## src/rtl/prog_mem_loader_pkg.sv

```systemverilog
// Shared CPU-side definitions for the program-memory loader: FSM state type
// and the bytes-per-word derivation used to size byte assembly.
package prog_mem_loader_pkg;

  typedef enum logic {
    IDLE = 1'b0,
    LOAD = 1'b1
  } ld_state_e;

  // Number of load bytes needed to cover one instruction word.
  function automatic int bytes_per_word(input int width);
    return (width + 7) / 8;
  endfunction

endpackage

```

## src/rtl/prog_mem_loader_if.sv

```systemverilog
// Fetch port plus byte-load stream of the program memory, bundled for the
// CPU/loader side (master) and the memory block (slave).
interface prog_mem_loader_if #(
  parameter int ADDR_WIDTH  = 4,
  parameter int INSTR_WIDTH = 12
);
  logic [ADDR_WIDTH-1:0]  addr;
  logic [INSTR_WIDTH-1:0] instr;
  logic                   stall;
  logic                   ld_start;
  logic [7:0]             ld_data;
  logic                   ld_valid;
  logic                   ld_ready;
  logic                   ld_done;

  // A byte transfers on a rising edge where ld_valid && ld_ready; ld_data is
  // ignored on every other edge, and ld_valid carries no meaning while ld_ready is low.
  modport master (
    output addr, ld_start, ld_data, ld_valid,
    input  instr, stall, ld_ready, ld_done
  );

  modport slave (
    input  addr, ld_start, ld_data, ld_valid,
    output instr, stall, ld_ready, ld_done
  );
endinterface

```

## src/rtl/prog_mem_array.sv

```systemverilog
// Program storage: asynchronous read for single-cycle fetch, synchronous
// write from the loader; contents survive reset.
module prog_mem_array #(
  parameter int    ADDR_WIDTH = 4,
  parameter int    WIDTH      = 12,
  parameter string INIT_FILE  = ""
) (
  input  logic                  clk,
  input  logic                  we,
  input  logic [ADDR_WIDTH-1:0] waddr,
  input  logic [WIDTH-1:0]      wdata,
  input  logic [ADDR_WIDTH-1:0] raddr,
  output logic [WIDTH-1:0]      rdata
);
  localparam int DEPTH = 2 ** ADDR_WIDTH;

  (* ramstyle = "MLAB" *) logic [WIDTH-1:0] mem [DEPTH];

  always_ff @(posedge clk) begin
    if (we) mem[waddr] <= wdata;
  end

  assign rdata = mem[raddr];

endmodule

```

## src/rtl/prog_mem_loader.sv

```systemverilog
// Program memory with an in-system byte loader: a full image is streamed in
// little-endian bytes and written word by word while the CPU is stalled.
module prog_mem_loader
  import prog_mem_loader_pkg::*;
#(
  parameter int    ADDR_WIDTH  = 4,
  parameter int    INSTR_WIDTH = 12,
  parameter string INIT_FILE   = ""
) (
  input  logic                   clk,
  input  logic                   reset,
  prog_mem_loader_if.slave       bus,
  output ld_state_e              fsm_state
);
  localparam int BPW   = bytes_per_word(INSTR_WIDTH);
  localparam int BC_W  = (BPW > 1) ? $clog2(BPW) : 1;
  localparam int ASM_W = (BPW > 1) ? (BPW - 1) * 8 : 1;
  localparam logic [BC_W-1:0] LAST_BYTE = BC_W'(BPW - 1);

  ld_state_e             state_q, state_n;
  logic [ADDR_WIDTH-1:0] wptr_q;
  logic [BC_W-1:0]       bcnt_q;
  logic [ASM_W-1:0]      asm_q;
  logic [BPW*8-1:0]      word_full;
  logic                  done_q;
  logic                  ready;
  logic                  accept;
  logic                  last_byte;
  logic                  last_word;
  logic                  we;

  assign last_byte = (bcnt_q == LAST_BYTE);
  assign last_word = &wptr_q;
  assign we        = accept && last_byte;

  always_comb begin
    state_n = state_q;
    ready   = 1'b0;
    accept  = 1'b0;
    case (state_q)
      IDLE: begin
        if (bus.ld_start) state_n = LOAD;
      end
      LOAD: begin
        ready  = 1'b1;
        accept = bus.ld_valid;
        if (accept && last_byte && last_word) state_n = IDLE;
      end
      default: state_n = IDLE;
    endcase
  end

  // The final byte lands directly in the write data, so the word is stored
  // on the same edge that accepts it.
  generate
    if (BPW > 1) begin : g_multi
      assign word_full = {bus.ld_data, asm_q};
    end else begin : g_single
      logic unused_asm;
      assign word_full  = bus.ld_data;
      assign unused_asm = ^asm_q;
    end
    if (BPW * 8 > INSTR_WIDTH) begin : g_trunc
      logic unused_hi;
      assign unused_hi = ^word_full[BPW*8-1:INSTR_WIDTH];
    end
  endgenerate

  always_ff @(posedge clk) begin
    if (reset) begin
      state_q <= IDLE;
      wptr_q  <= '0;
      bcnt_q  <= '0;
      asm_q   <= '0;
      done_q  <= 1'b0;
    end else begin
      state_q <= state_n;
      done_q  <= we && last_word;
      if (state_q == IDLE && bus.ld_start) begin
        wptr_q <= '0;
        bcnt_q <= '0;
      end else if (accept) begin
        if (last_byte) begin
          bcnt_q <= '0;
          wptr_q <= wptr_q + ADDR_WIDTH'(1);
        end else begin
          asm_q[bcnt_q*8 +: 8] <= bus.ld_data;
          bcnt_q               <= bcnt_q + BC_W'(1);
        end
      end
    end
  end

  assign bus.ld_ready = ready;
  assign bus.stall    = ready;
  assign bus.ld_done  = done_q;
  assign fsm_state    = state_q;

  prog_mem_array #(
    .ADDR_WIDTH (ADDR_WIDTH),
    .WIDTH      (INSTR_WIDTH),
    .INIT_FILE  (INIT_FILE)
  ) u_mem (
    .clk   (clk),
    .we    (we),
    .waddr (wptr_q),
    .wdata (word_full[INSTR_WIDTH-1:0]),
    .raddr (bus.addr),
    .rdata (bus.instr)
  );

endmodule

```

## src/flat_wrapper.sv

```systemverilog
// flat-port wrapper written by rule: the top's interface ports become plain ports
module prog_mem_loader_flat import prog_mem_loader_pkg::*;
#(
  parameter int    ADDR_WIDTH  = 4,
  parameter int    INSTR_WIDTH = 12,
  parameter string INIT_FILE   = ""
)
  (clk, reset, fsm_state, bus_addr, bus_ld_start, bus_ld_data, bus_ld_valid, bus_instr, bus_stall, bus_ld_ready, bus_ld_done);
  prog_mem_loader_if #(.ADDR_WIDTH(ADDR_WIDTH), .INSTR_WIDTH(INSTR_WIDTH)) bus_i ();
  input  logic clk;
  input  logic reset;
  output ld_state_e fsm_state;
  input wire logic [$bits(bus_i.addr)-1:0] bus_addr;
  input wire logic [$bits(bus_i.ld_start)-1:0] bus_ld_start;
  input wire logic [$bits(bus_i.ld_data)-1:0] bus_ld_data;
  input wire logic [$bits(bus_i.ld_valid)-1:0] bus_ld_valid;
  output wire logic [$bits(bus_i.instr)-1:0] bus_instr;
  output wire logic [$bits(bus_i.stall)-1:0] bus_stall;
  output wire logic [$bits(bus_i.ld_ready)-1:0] bus_ld_ready;
  output wire logic [$bits(bus_i.ld_done)-1:0] bus_ld_done;
  assign bus_i.addr = bus_addr;
  assign bus_i.ld_start = bus_ld_start;
  assign bus_i.ld_data = bus_ld_data;
  assign bus_i.ld_valid = bus_ld_valid;
  assign bus_instr = bus_i.instr;
  assign bus_stall = bus_i.stall;
  assign bus_ld_ready = bus_i.ld_ready;
  assign bus_ld_done = bus_i.ld_done;
  prog_mem_loader #(.ADDR_WIDTH(ADDR_WIDTH), .INSTR_WIDTH(INSTR_WIDTH), .INIT_FILE(INIT_FILE)) u_core (.clk(clk), .reset(reset), .bus(bus_i), .fsm_state(fsm_state));
endmodule
```

## config.mk

```make
export PLATFORM = sky130hd
export DESIGN_NAME = prog_mem_loader_flat
export DESIGN_NICKNAME = d
export VERILOG_FILES = /design/src/rtl/prog_mem_loader_pkg.sv /design/src/rtl/prog_mem_loader_if.sv /design/src/rtl/prog_mem_array.sv /design/src/rtl/prog_mem_loader.sv /design/src/flat_wrapper.sv
export SDC_FILE = /design/constraint.sdc
export NUM_CORES = 1
export LEC_CHECK = 0
export ABC_AREA = 0
export CAP_MARGIN = 10
export CORE_MARGIN = 2
export CORE_UTILIZATION = 65
export DETAILED_ROUTE_END_ITERATION = 8
export PLACE_DENSITY_LB_ADDON = 0.05
export SYNTH_ARGS = -nofsm -noshare
export SYNTH_HDL_FRONTEND = slang
export SYNTH_HIERARCHICAL = 1
export SYNTH_SLANG_ARGS = --single-unit
```

## constraint.sdc

```tcl
create_clock -name clk -period 3.4 [get_ports clk]
set_input_delay 0.51 -clock clk [delete_from_list [all_inputs] [get_ports clk]]
set_output_delay 0.51 -clock clk [all_outputs]
set_load 0.05 [all_outputs]
```

==> flow_summary.ini <==
[clock_network]
post_cts_buffers = 0
cts_sinks = 207
root_buffer = clkbuf_16
clock_latency_ps = 480
cts_buffers = 20
cts_tree = built
cts.hold.buffers_added = 0
clk_pin_slew_ps = 60
postCtsResizedCells = 0
htreeDepth = 1
cts.path.max_buffers = 3

[logic_synthesis]
synth_warnings = 6
synth-xor-area-share = 0.00220
ys_types = 29
synth_edf_count = 192
synth_top_area_frac = 0.725
synth.area.mux_share = 0.154
postSynth.asyncResetShare = 0
syn_area_per_cell_um2 = 21.1
yosys-top-cells-area = edfxtp_1, mux4_2, mux4_1
synth_nets = 394
synth.top_cells.by_count = edfxtp_1, mux4_2, nor2_1
yosysTopAreaCell = edfxtp_1
synthesis.area_mm2 = 0.00795
synth_cells = 377
synthAdderAreaFrac = 0.00157
synth.most_common_cell = edfxtp_1
synth_compound_area_frac = 0.0255
synth.ff_latch_count = 207
synth_ff_type = edfxtp_1
synthSimpleGateAreaFrac = 0.0365
synth_top_family_by_area = multiplexers
ys_seq_area_frac = 0.763

[detailed_routing]
vias_per_cell = 6.67
initialDrtViolationCount = 411
vias = 3973
routed_wl_um = 16300
drt_pass1_iterations = 6
wire_per_inst_um = 27.3
ant_nets = 0
drc = 0

[timing]
period_needed_ps = 2850
worstMarginPinSlew_ps = 958
whs_ps = 552
period_share = 0.837
drv_slew = 0
rsz0062_at_grt = no
finalSetupViolCount = 0
finClkSkew_ps = 12.4
hold_violations = 0
tns_ps = 0
setup_ws_ps = 553
relSlewSlack = 0.359
fmax_mhz = 351

[final_layout]
fin_cells = 596
fin_util = 0.766
syn2layout_area_growth_pct = 15.3
diodes = 0
final_nets = 455
drive_above_1_share = 0.229

[setup_path]
endpoint_kind = output pin
crit_path_start_kind = input port
path_delay_family = buffers and inverters
worstSetupPathDepth = 6
critical_path_buf_inv_count = 3
crit_type = input port to output pin
cp.required_ps = 2890
r2r-start = u_core/fsm_state
critical_path_arrival_ps = 2340
r2r-end = u_core/u_mem/mem[3][2]
worstRegToRegCells = 5
slowest_delay_ps = 610
critical_path.max_fanout = 7
critPathSlowestCell = nor2b_1
path_cells = clkdlybuf4s50_1 -> nor2b_1 -> buf_4 -> a22oi_1 -> nand2_1 -> buf_12
rrSetupSlack_ps = 1170

[global_routing]
grt_pass1_vias = 4002
grt_pass1_wl_um = 24200
grt_usage = 0.261
grt_overflow = 0
grt_max_degree = 49
antenna_found_initial = 1

[min_path]
whs_endpoint = u_core/wptr_q[3]
hold_class = flip-flop to flip-flop
min-delay-start = u_core/wptr_q[3]
min_path_cells = 2

[placement]
gp_congestion = 0.766
placed_cells = 563
io_buffer_count = 31
post-place-ws_ps = 542
hpwl_um = 9710

[floorplanning]
placementRows = 40
die_area_mm2 = 0.0131
initial_core_util = 0.665
coreArea_mm2 = 0.0120
fp.dieW_um = 115
die_y_um = 115
ios = 32

[run]
max_cap_viol_count = 0

[power_and_ir_drop]
power.density_mw_per_mm2 = 561
p_leak_uw = 0.00325
irDropWorstVdd_mv = 0.441

[status]
status = finished, final reports clean
## registers in the layout (all words and copies together) (netlist names)
| signal | cells |
|---|---|
| u_core/wptr_q | 4 |
| u_core/u_mem/mem | 192 |
| u_core/asm_q | 8 |
| u_core/bcnt_q | 1 |
| u_core/fsm_state | 1 |
| u_core/bus.ld_done | 1 |
## power by group
group          total [uW]  switching [uW]  internal, uW
Sequential           2800            22.2          2780
Clock                2070             851          1210
Combinational         275             162           113
Total                5140            1040          4110
## cell type report
type,instances,area (um2)
clock buffer,26,554
fill,657,2800
inverter,2,7.51
clock inverter,7,55.1
timing repair buffer,57,528
multi-input combinational,150,1770
sequential,207,6070
tap,147,184
## worst register-to-register path, stage by stage, from the launching register on
cell and delay (ps):
dfxtp_1 530, nand3_4 150, inv_1 120, or3b_1 420, nor2_1 460, buf_4 260
## routing by layer
layer,global-route usage,vias to the layer above,wire length (um)
met2,0.436,186,8400
met3,0.0482,34,1260
met5,0,-,13
li1,-,1689,-
met1,0.370,2062,6310
met4,0.0561,2,289
## cell families after synthesis
kind of cell | after synthesis
xor gates and xnor gates | 2
and+or+nand+nor | 62
muxes | 57
AOI/OAI and AO/OA | 28
buffers and inverters | 20
adders and majority gates | 1
DFF | 207
## through the flow
stage	total power, uW	cell area (um2)
finish	5140	9170
global route	5280	9170
CTS	5170	9170
detailed placement	3130	8560
global placement	3130	8560
floorplan	3030	7950
## how the worst max path moves through the flow
stage | from | endpoint | slack, ps
2_1_floorplan | u_core/fsm_state | u_core/u_mem/mem[0][0] | 670
3_3_place_gp | bus_addr[2] | bus_instr[5] | 570
3_5_place_dp | bus_addr[2] | bus_instr[2] | 540
4_1_cts | bus_addr[2] | bus_instr[2] | 500
5_1_grt | bus_addr[2] | bus_instr[8] | 450
6_report | bus_addr[2] | bus_instr[2] | 550
## placed cells by master, fill, tap and decap left out, types with 3 or more instances in the layout
master / n
buf_4: 33
clkinv_1: 4
nand3b_1: 3
clkdlybuf4s50_1: 17
buf_12: 5
mux4_2: 33
a22oi_1: 24
nand2_1: 16
nor2_1: 26
dfxtp_1: 15
mux2i_1: 9
clkbuf_1: 4
clkbuf_16: 21
mux4_1: 15
nor3_2: 4
edfxtp_1: 192
(Power assumes the default switching activity.)
